### src/rtl/button_mode_ctrl.sv
// -----------------------------------------------------------------------------
// button_mode_ctrl
// Conditions the five board push-buttons: two-flop synchronisation, per-button
// debounce, rising-edge pulse generation. A sticky display-mode register
// selects the dashboard view. The debounced centre button doubles as the
// CPU reset.
//
// Ports
//   clk           system clock
//   reset         asynchronous, active-high reset
//   btn_raw[4:0]  raw buttons {BTNC,BTNU,BTND,BTNL,BTNR}
//   btn_level     debounced button levels, same bit order
//   btn_press     one-cycle pulse on each debounced 0->1 transition
//   mode          display mode: 00 ordinary, 01 memory, 10 PC, 11 statistics
//   mode_changed  one-cycle pulse in the first cycle mode shows a new value
//   cpu_reset     debounced BTNC level
// -----------------------------------------------------------------------------
module button_mode_ctrl #(
    parameter int unsigned DEBOUNCE_CYCLES = 1000000,
    parameter int unsigned CNT_WIDTH       = 20
) (
    input  logic       clk,
    input  logic       reset,
    input  logic [4:0] btn_raw,
    output logic [4:0] btn_level,
    output logic [4:0] btn_press,
    output logic [1:0] mode,
    output logic       mode_changed,
    output logic       cpu_reset
);

    localparam int unsigned NUM_BTN = 5;
    localparam int unsigned BTN_C   = 4;
    localparam int unsigned BTN_U   = 3;
    localparam int unsigned BTN_D   = 2;
    localparam int unsigned BTN_L   = 1;
    localparam int unsigned BTN_R   = 0;

    localparam logic [CNT_WIDTH-1:0] CNT_MAX = CNT_WIDTH'(DEBOUNCE_CYCLES - 1);
    localparam logic [CNT_WIDTH-1:0] CNT_ONE = CNT_WIDTH'(1);

    typedef enum logic [1:0] {
        MODE_ORD  = 2'b00,
        MODE_MEM  = 2'b01,
        MODE_PC   = 2'b10,
        MODE_STAT = 2'b11
    } mode_e;

    logic [NUM_BTN-1:0]   sync1;
    logic [NUM_BTN-1:0]   sync2;
    logic [CNT_WIDTH-1:0] cnt     [NUM_BTN];
    logic [CNT_WIDTH-1:0] cnt_nxt [NUM_BTN];
    logic [NUM_BTN-1:0]   level_nxt;
    logic [NUM_BTN-1:0]   press_nxt;
    logic                 c_override;
    mode_e                state;
    mode_e                state_nxt;

    // Two-flop synchroniser on the raw inputs.
    always_ff @(posedge clk or posedge reset) begin
        if (reset) begin
            sync1 <= '0;
            sync2 <= '0;
        end else begin
            sync1 <= btn_raw;
            sync2 <= sync1;
        end
    end

    // Debounce next-state: count consecutive disagreeing cycles and commit
    // the new level once the count reaches DEBOUNCE_CYCLES-1. Any agreement
    // clears the count, so partial counts never survive a glitch.
    always_comb begin
        level_nxt = btn_level;
        for (int i = 0; i < NUM_BTN; i++) begin
            cnt_nxt[i] = '0;
            if (sync2[i] != btn_level[i]) begin
                if (cnt[i] >= CNT_MAX) begin
                    level_nxt[i] = sync2[i];
                end else begin
                    cnt_nxt[i] = cnt[i] + CNT_ONE;
                end
            end
        end
        // Press pulse lines up with the first cycle btn_level reads 1.
        press_nxt = level_nxt & ~btn_level;
    end

    // Debounce state, levels and press pulses.
    always_ff @(posedge clk or posedge reset) begin
        if (reset) begin
            for (int i = 0; i < NUM_BTN; i++) begin
                cnt[i] <= '0;
            end
            btn_level <= '0;
            btn_press <= '0;
        end else begin
            for (int i = 0; i < NUM_BTN; i++) begin
                cnt[i] <= cnt_nxt[i];
            end
            btn_level <= level_nxt;
            btn_press <= press_nxt;
        end
    end

    // Centre button held (or being committed this cycle) pins the mode to ORD.
    assign c_override = btn_level[BTN_C] | level_nxt[BTN_C];

    // Mode state register; mode_changed flags the first cycle of a new value.
    always_ff @(posedge clk or posedge reset) begin
        if (reset) begin
            state        <= MODE_ORD;
            mode_changed <= 1'b0;
        end else begin
            state        <= state_nxt;
            mode_changed <= (state_nxt != state);
        end
    end

    // Mode next-state: priority C > U > D > L > R, hold when nothing pressed.
    always_comb begin
        state_nxt = state;
        if (c_override) begin
            state_nxt = MODE_ORD;
        end else if (press_nxt[BTN_U]) begin
            state_nxt = MODE_ORD;
        end else if (press_nxt[BTN_D]) begin
            state_nxt = MODE_MEM;
        end else if (press_nxt[BTN_L]) begin
            state_nxt = MODE_PC;
        end else if (press_nxt[BTN_R]) begin
            state_nxt = MODE_STAT;
        end
    end

    assign mode      = state;
    assign cpu_reset = btn_level[BTN_C];

endmodule

### config.mk
export PLATFORM = sky130hd
export DESIGN_NAME = button_mode_ctrl
export DESIGN_NICKNAME = d
export VERILOG_FILES = /design/src/rtl/button_mode_ctrl.sv
export SDC_FILE = /design/constraint.sdc
export NUM_CORES = 1
export LEC_CHECK = 0
export CAP_MARGIN = 25
export CORE_MARGIN = 4
export CORE_UTILIZATION = 55
export CTS_CLUSTER_DIAMETER = 40
export DETAILED_ROUTE_END_ITERATION = 10
export PLACE_DENSITY = 0.85
export SYNTH_ARGS = -nofsm -noshare
export SYNTH_HDL_FRONTEND = slang
export SYNTH_SLANG_ARGS = --single-unit
### constraint.sdc
create_clock -name clk -period 4.1 [get_ports clk]
set_input_delay 0.615 -clock clk [delete_from_list [all_inputs] [get_ports clk]]
set_output_delay 0.615 -clock clk [all_outputs]
set_load 0.01 [all_outputs]
# [Yosys cells after proc, flatten, opt, wreduce, memory -nomap -nowiden]
# Index checks and enable logic that the tools add are counted.
[totals] ff_bits=123 out_inout_bits=14 word_cells=55
[classes] magnitude_cmp=5 muxes=25 bitwise=3 add_sub_neg=5 n_eq_ne=6
[op_table] operator="$mux W20" n=10
[op_table] operator="$add A20 B1 Y20 const B" n=5
[op_table] operator="$ge A20 B20 Y1 const B" n=5
[op_table] operator="$mux W1" n=10
[op_table] operator="$mux W2" n=5
[op_table] operator="$and A5 B5 Y5" n=1
[op_table] operator="$ne A1 B1 Y1" n=5
[op_table] operator="$not A5 Y5" n=1
[op_table] operator="$ne A2 B2 Y1" n=1
[op_table] operator="$or A1 B1 Y1" n=1

# [Longest topological paths before layout]
# Gate-level depths: netlist of the first run.
[logic_depth] word_depth=10 ltp_mapped=9

# [Least setup slack after synthesis of the first run]
# Ideal clock, no wire load.
[synth_path] kind="register to register" start="reg cnt[20] (netlist bit)" end="reg mode_changed" setup_slack_ns=1.785 required_ns=3.980 arrival_ns=2.195 stages_incl_launch_ff=9 setup_time_ns=0.120 synth_period_minus_slack_ns=2.315 path_cell_list="dfrtp_1 -> ha_1 -> nand3_1 -> nor2_1 -> or4_1 -> a21oi_1 -> o211ai_1 -> or4_2 -> o211a_1"
[synth_between] elab_chain_cells=7
[synth_rtl] item="from (decl)" line="51" text="logic [CNT_WIDTH-1:0] cnt [NUM_BTN];"
[synth_rtl] item="from (signal, indexed assignment)" line="99" text="cnt[i] <= cnt_nxt[i];"
[synth_rtl] item="$ge A20 B20 Y1" line="78" text="if (cnt[i] >= CNT_MAX) begin"
[synth_rtl] item="$mux W1" line="78"
[synth_rtl] item="$mux W1" line="77" text="if (sync2[i] != btn_level[i]) begin"
[synth_rtl] item="$and A5 B5 Y5" line="86" text="press_nxt = level_nxt & ~btn_level;"
[synth_rtl] item="$mux W2" line="125" text="end else if (press_nxt[BTN_U]) begin"
[synth_rtl] item="$mux W2" line="123" text="if (c_override) begin"
[synth_rtl] item="$ne A2 B2 Y1" line="116" text="mode_changed <= (state_nxt != state);"
[synth_rtl] item="to (signal assigned)" line="116"
[synth_rtl] item="to (decl)" line="28" text="output logic mode_changed,"
# Every way passes these cells.

# [Final worst setup path of the first run]
# Ends and elaborated chain as after synthesis.

==> results of run 1 <==
[routing by layer]
layer | up-vias | GRT usage [%] | share of wire, %
met2 | 63 | 31.8 | 51
met1 | 1934 | 24.5 | 45
met4 | 0 | 4.96 | 0.57
met3 | 8 | 6.09 | 3.6
met5 | - | 0 | 0
li1 | 1899 | - | -
[metrics by stage]
step	std cells	total power, mW	cell area (um^2)
final	721	2.77	6540
after global routing	721	2.87	6540
after CTS	721	2.79	6540
after detailed placement	689	1.35	5950
after global placement	688	1.34	5920
after floorplan	541	1.32	5560
[worst max-delay path by stage]
stage / start / endpoint / slack (ps) / cells past startpoint
after floorplan: reset / btn_level[0] / 210 / 1
after global placement: cnt[20] / mode_changed / 1670 / 8
after detailed placement: cnt[20] / mode_changed / 1580 / 8
after CTS: cnt[20] / mode_changed / 1560 / 8
after global routing: cnt[20] / mode_changed / 1370 / 8
final: cnt[20] / mode_changed / 1570 / 8
[cell families after synthesis]
logic type,share of synthesized area (%)
multiplexers,0.810
buffers and inverters,1.60
adder cells (fa/ha/maj),1.13
XOR/XNOR,13.5
AO/OA/AOI/OAI,4.46
flip-flops,55.4
AND/OR/NAND/NOR,23.1
[synth_stat cells, types with 2 or more instances]
cell	number
sky130_fd_sc_hd__o21bai_1	2
sky130_fd_sc_hd__clkbuf_1	11
sky130_fd_sc_hd__xnor2_1	28
sky130_fd_sc_hd__inv_1	9
sky130_fd_sc_hd__a31oi_1	6
sky130_fd_sc_hd__nor2b_1	5
sky130_fd_sc_hd__ha_1	5
sky130_fd_sc_hd__a41oi_1	2
sky130_fd_sc_hd__nand4_1	16
sky130_fd_sc_hd__nor2_1	117
sky130_fd_sc_hd__and2_1	7
sky130_fd_sc_hd__nand3_1	32
sky130_fd_sc_hd__xor2_1	58
sky130_fd_sc_hd__mux2_2	4
sky130_fd_sc_hd__o21ai_0	10
sky130_fd_sc_hd__dfrtp_1	123
sky130_fd_sc_hd__and3_1	22
sky130_fd_sc_hd__nor3_1	3
sky130_fd_sc_hd__nand2_1	37
sky130_fd_sc_hd__and4_1	6
sky130_fd_sc_hd__a21oi_1	5
sky130_fd_sc_hd__a211oi_1	2
sky130_fd_sc_hd__or3_1	5
sky130_fd_sc_hd__or4_1	6
[registers in the layout (all words and copies together), names as in the netlist]
signal,cells
sync2,5
sync1,5
cnt,100
mode_changed,1
mode,2
btn_press,5
btn_level,5
[where the power goes]
group / leakage [nW] / switching, mW / internal, mW
logic: 1.01 / 0.0526 / 0.0254
clock network: 0.286 / 0.523 / 0.925
registers: 1.68 / 0.0152 / 1.23
[layout make-up]
| cell class | count | share of cell area [%] |
|---|---|---|
| timing repair buffer | 27 | 4.17 |
| tap | 133 | 2.55 |
| clock buffer | 21 | 7.18 |
| sequential | 123 | 47.1 |
| clock inverter | 11 | 1.78 |
| inverter | 10 | 0.651 |
| multi-input combinational | 396 | 36.6 |
==> results.md, run 1 <==
- The number of sinks driven by the clock tree is approximately 120.
- The CTS H-tree depth is 4.
- Fill cells in the final layout number between 700 and 800.
- The die area is between 10000 and 15000 um^2.
- The cell type of the slowest stage on the worst timing path is sky130_fd_sc_hd__or4_2.
- In this run the worst hold path is classified as reg2reg.
- After clock tree synthesis, the flow added hold-fix buffers numbering 0.
- Yosys mapped a number of flops with a built-in enable equal to 0.
- STA classifies the critical path endpoint as a flop.
- The top cell types in the final layout, fill and taps aside, are 123 x sky130_fd_sc_hd__dfrtp_1, 117 x sky130_fd_sc_hd__nor2_1, 58 x sky130_fd_sc_hd__xor2_1, 37 x sky130_fd_sc_hd__nand2_1, 32 x sky130_fd_sc_hd__nand3_1.
- The detailed router finished its first iteration with about 240 violations.
- Power spread over the standard cell area amounts to 424 nW/um^2.
- In the synthesized netlist the dominant register cell turns out to be sky130_fd_sc_hd__dfrtp_1.
- The clock latency on the worst-skew pair is between 500 and 600 ps.
- The die is approximately 110 um wide.
- The mean post-synth cell area is between 10 and 15 um^2.
- The pre-CTS worst setup slack is approximately 1600 ps.
- The area growth from synthesis to layout is 17.6%.
- The number of antenna diodes in the final layout is 0.
- The clock tree buffer depth is 2.
- In this run the remaining antenna-violating nets after routing total 0.
- The startpoint-to-endpoint class of the critical path is reg2reg.
- The biggest cell delay along the critical path is roughly 580 ps.
- Post-CTS timing repair inserted 0 buffers for setup.
- The startpoint type of the worst setup path is a flop.
- The fraction of final layout cells with drive strength greater than 1 is a little under a tenth.
- The weighted congestion reported at the end of routability-driven placement is 0.804.
- The peak fanout along the critical path is 5.
- The worst hold slack across all endpoints is ~350 ps.
- The endpoint with the worst hold slack is sync2[0].
- Cells fill 66.6% of the core in the end.
- By area the synthesized netlist is led by sky130_fd_sc_hd__dfrtp_1 55%, sky130_fd_sc_hd__xor2_1 9.1%, sky130_fd_sc_hd__nor2_1 7.9%.
- The worst path meets setup with 1570 ps of slack.
- The startpoint identified for the worst hold timing path is sync1[0].
- The routed layout has roughly 4000 vias.
- The cell area that synthesis handed to floorplanning was approximately 5600 um^2.
- Adding up every negative setup slack in the final design gives 0 ps.
- The count of cells resized by post-cts repair is 0.
- The wire length of the first global-routing pass is 17900 um.
- The synthesized netlist contains between 40 and 50 unique library cells.
- The peak ir drop on the vdd network is 0.346 mV.
- sky130_fd_sc_hd__dfrtp_1 takes more of the synthesized area than any other cell.
- The minimum clock period after layout is 2530 ps.
- The share of the yosys chip area belonging to registers is a little under three fifths.
- The share of the clock period used by the worst path is about three fifths.
- The share of synthesized area in the top cell type comes to 55.4%.
- In this run the vertical extent of the chip is 109 um.
- The via count of the first global-routing pass is roughly 4000.
- The final routed DRC violation total is 0.
- Walking the worst path, the cells encountered are ha_1 > nand3_1 > nor2_1 > or4_1 > a21oi_1 > o211ai_1 > or4_2 > o211a_1.
- The number of nets handed over by synthesis was between 500 and 600.
- The combined flip-flop and latch cell area is 3080 um^2.
- The max-slew violation count is 0.
- The number of iterations in the first detailed-routing pass is 4.
- The maximum operating frequency is roughly 0.4 GHz.
- The cell sitting at the root of the clock tree is a sky130_fd_sc_hd__clkbuf_8.
- The tool flagged a number of max-cap violations equal to 0.
- At the pin with the least slew margin, the transition time is between 800 and 900 ps.
- The starting density of the core is 56.6%.
- Using the TritonRoute via totals, the vias-per-cell ratio works out to roughly 5.4.
- Yosys printed 0 warnings.
- The total area of multi-input combinational cells is between 2000 and 2500 um^2.
- For this run, the total global-route usage over all layers was measured as between 10% and 20%.
- The number of cells traversed by the worst hold path is 0.
- The number of antenna violations at the first check in global routing is 0.
- Dividing the detail-routed wire length by the instance count gives ~14 um.
- In the final design database the tool counted between 500 and 600 nets.
- Clock-pin slew was measured on the worst setup and hold paths at about 60 ps.
- The total overflow reported by the global router is 0.
- The most frequent standard cell in the layout excluding fill and tap cells is sky130_fd_sc_hd__dfrtp_1.
- During I/O placement, the number of pins put on the boundary was 21.
- The synthesized instance count is 541.
- The core region is 9820 um^2.
- Wires add up to approximately 10000 um.
- The TritonCTS clock tree is built.
- Setup slack on the worst reg-to-reg path comes out at 1570 ps.
- The HPWL reported at the end of detailed placement is 6830 um.
- The critical path contains buffers and inverters numbering 0 combined.
- In this run the critical register-to-register path is captured at mode_changed.
- Setup repair after global routing left no endpoint under its margin.
- Entering global routing, the biggest net connects 63 pins.
- The flow ran to the end, and the final reports show no timing, DRC or antenna violations.
- STA puts the critical path data required time at between 4000 and 5000 ps.
- The final-report hold violation count is 0.
- The cell row count is 36.
- The dominant delay contributor by cell family on the critical path is simple AND/OR/NAND/NOR gates.
- The worst path arrival time is around 3000 ps.
- The worst pin sits at a relative slew slack of 40.8%.
- Clock skew on the completed layout was measured at just under 8 ps.
- Counting flops with an async set or reset pin after synthesis yields a share of 100%.
- The synthesized design contains around 120 register bits.
- The analysis attributes to cell leakage a power of 2.98 nW.
- In this run the tool buffered the top-level ports with 20 buffer cells.
- The number of cells on the worst reg-to-reg path is 8.
- The reg-to-reg critical path startpoint is cnt[20].
- The number of buffers created by CTS is 17.
- The final-report setup violation count is 0.
No activity file was read; power rests on OpenSTA's default activity.
==> run 2, diff against run 1 <==
- PLACE_DENSITY: 0.85 -> 0.82
- clock period: 4.1 -> 2.55 ns (I/O delays scaled with it)
==> results.md, run 2 (synthesis results as in run 1) <==
- The number of placed instances, taps included, is roughly 700.
- The combined buffer and inverter count along the critical path is 0.
- The via count of the first global-routing pass is just under 4000.
- The setup check on the worst reg-to-reg path leaves a slack of 130 ps.
- Of the total power, registers draw 43.3%.
- In this run the worst path has a maximum fanout of 5.
- The tightest hold path in the finished design has a slack of about 300 ps.
- STA puts the critical path data arrival time at approximately 2800 ps.
- The routed layout has around 3900 vias.
- The wire length of the first global-routing pass is 18000 um.
- The final-report hold violation count is 0.
- The leakage power is ~3.0 nW.
- The relative area change from synthesis to final layout is 19.8%.
- The number of cells traversed by the worst hold path is 1.
- The total core area is 9820 um^2.
- The total power density per cell area is just under 700 nW/um^2.
- In the layout the commonest cells are 123 x sky130_fd_sc_hd__dfrtp_1, 117 x sky130_fd_sc_hd__nor2_1, 58 x sky130_fd_sc_hd__xor2_1, 37 x sky130_fd_sc_hd__nand2_1, 32 x sky130_fd_sc_hd__nand3_1.
- The floorplan step defined a die boundary enclosing around 12000 um^2.
- The path with the worst hold slack has its endpoint at sync1[1].
- In this run, the number of DRC markers left after iteration 0 of detailed routing was around 220.
- Ranked by flip-flop count, first place goes to cnt.
- The fraction of final layout cells with drive strength greater than 1 is around a tenth.
- On the critical path the largest part of the delay comes from simple AND/OR/NAND/NOR gates.
- The count of nets left with antenna violations after detail routing is 0.
- The library cell used most frequently in the layout, excluding fill and tap cells, is sky130_fd_sc_hd__dfrtp_1.
- The max-slew violation count was 0.
- The congestion estimate from routability-driven global placement came to ~0.84.
- The register with the most flip-flops in the layout has 100 of them.
- The worst path meets setup with 130 ps of slack.
- The total chip power is ~4.6 mW.
- Dividing the detail-routed wire length by the instance count gives 14.3 um.
- Setup repair after global routing left no endpoint under its margin.
- The quantity of hold-fixing buffers added after cts is 0.
- The min-delay analysis places its worst path in the category in2reg.
- The share of the clock period used by the worst path is between 90% and 100%.
- The critical path in this run is classified as reg2reg.
- Measured along the x axis, the die boundary spans between 100 and 150 um.
- Cell internal power was estimated by the tool at between 3 and 4 mW.
- The count of inserted antenna diode cells is 0.
- The number of port buffers is 20.
- The number of antenna violations at the first check in global routing is 0.
- The top-level port count is 21.
- The transition time of the tightest slew-check pin is 969 ps.
- The final standard cell count with taps included and fillers excluded is 728.
- For this configuration, the core starts out at a cell density of between 50% and 60%.
- Max-cap violations in this run came to 0.
- The pre-CTS worst setup slack is about 98 ps.
- The TritonCTS clock tree is built.
- Wires add up to 10400 um.
- The aggregate global-route resource usage is 19.6%.
- The layout has 726 filler cells.
- Setup violations remaining at the end of the flow were counted as 0.
- The maximum operating frequency is between 0.4 and 0.5 GHz.
- In this run, the combinational gates consume 2.8% of the power.
- In this run the number of H-tree levels came out at 4.
- In the routed design, unresolved DRC markers number 0.
- Summed over all nets, the switching power comes to slightly above 0.9 mW.
- The die boundary height is roughly 110 um.
- The first TritonRoute pass finished after 5 iterations.
- Cells fill 67.8% of the core in the end.
- The worst register-to-register path has a depth of 8.
- The tree built by TritonCTS fans out to approximately 120 sinks.
- In this run switching power makes up between 10% and 20% of total power.
- Summed over all layers, the global routing overflow is 0.
- Clock skew on the completed layout was measured at roughly 5.9 ps.
- Traced cell by cell, the critical path runs through ha_1 > nand3_1 > nor2_1 > or4_1 > a21oi_1 > o211ai_1 > or4_2 > o211a_1.
- Entering global routing, the biggest net connects 39 pins.
- The cell type of the slowest stage on the worst timing path is sky130_fd_sc_hd__or4_2.
- In this run the tightest slew margin relative to its limit is roughly a third.
- The share of total power dissipated in the clock network is 53.9%.
- VDD sags by at most about 0.58 mV.
- The flow ran to the end, and the final reports show no timing, DRC or antenna violations.
- The floorplan has 36 rows.
- The startpoint type of the worst setup path is a flop.
- The number of buffers created by CTS is 17.
- The cell area after layout is between 6000 and 7000 um^2.
- CTS placed an instance of sky130_fd_sc_hd__clkbuf_8 at the clock tree root.
- In this run the critical register-to-register path is captured at mode_changed.
- Clock-pin slew was measured on the worst setup and hold paths at 60 ps.
- The post-layout net count is between 500 and 600.
- The minimum clock period after layout is 2420 ps.
- For the final routed database, the setup TNS stands at 0 ps.
- The HPWL reported at the end of detailed placement is between 6000 and 7000 um.
- In this run the critical register-to-register path is launched from cnt[20].
- The clock tree buffer depth is 2.
- The startpoint identified for the worst hold timing path is btn_raw[1].
- The type of destination of the critical path is a flop.
- At the worst endpoint, the required time is 2950 ps.
- The clock latency on the worst-skew pair is ~510 ps.
- Dividing the detail-routed via count by the number of cells gives about 5.3.
- The biggest cell delay along the critical path is between 500 and 600 ps.
- The placed instances occupy a cell area of around 6000 um^2.
run 2: worst reg2reg max path, cell delays in order (launching register included):
cell and delay [ps]:
sky130_fd_sc_hd__dfrtp_1 410, sky130_fd_sc_hd__ha_1 230, sky130_fd_sc_hd__nand3_1 120, sky130_fd_sc_hd__nor2_1 110
sky130_fd_sc_hd__or4_1 400, sky130_fd_sc_hd__a21oi_1 210, sky130_fd_sc_hd__o211ai_1 150, sky130_fd_sc_hd__or4_2 550
sky130_fd_sc_hd__o211a_1 130
run 2: layout make-up:
cell class / instances / area, um^2 / share of cell area, %
Clock buffer: 25 / 484 / 7.27
Clock inverter: 7 / 135 / 2.03
Inverter: 10 / 43.8 / 0.658
Multi-Input combinational cell: 396 / 2410 / 36.2
Sequential cell: 123 / 3080 / 46.2
Tap cell: 133 / 166 / 2.50
Timing Repair Buffer: 34 / 343 / 5.15
run 2: what timing repair did:
item / CTS / global route
setup endpoints to repair: 0 / 1
setup buffers: 0 / 1
resized for setup: 0 / 2
run 2: worst max-delay path by stage:
stage                        from           end  slack, ps  cells after the start
after floorplan           cnt[20]  mode_changed        230                      8
after global placement    cnt[51]  mode_changed        190                      9
after detailed placement  cnt[51]  mode_changed        100                      9
after CTS                 cnt[51]  mode_changed         80                      9
after global routing      cnt[20]  mode_changed         20                      8
final                     cnt[20]  mode_changed        130                      8
run 2: power groups by stage:
stage	combinational (mW)	clock, mW	sequential [mW]
3_3_place_gp	0.128	0	2.04
3_5_place_dp	0.132	0	2.04
6_report	0.129	2.50	2.01
5_1_grt	0.150	2.63	2.01
2_1_floorplan	0.0852	0	2.03
4_1_cts	0.133	2.54	2.01
run 2: per-layer routing:
layer  vias to the layer above  track usage, %  part of all wire, %
met2                        66            31.6                   48
met4                         0            7.21                  1.6
li1                       1912               -                    -
met3                        15            5.85                  4.0
met5                         -               0                    0
met1                      1879            25.1                   46
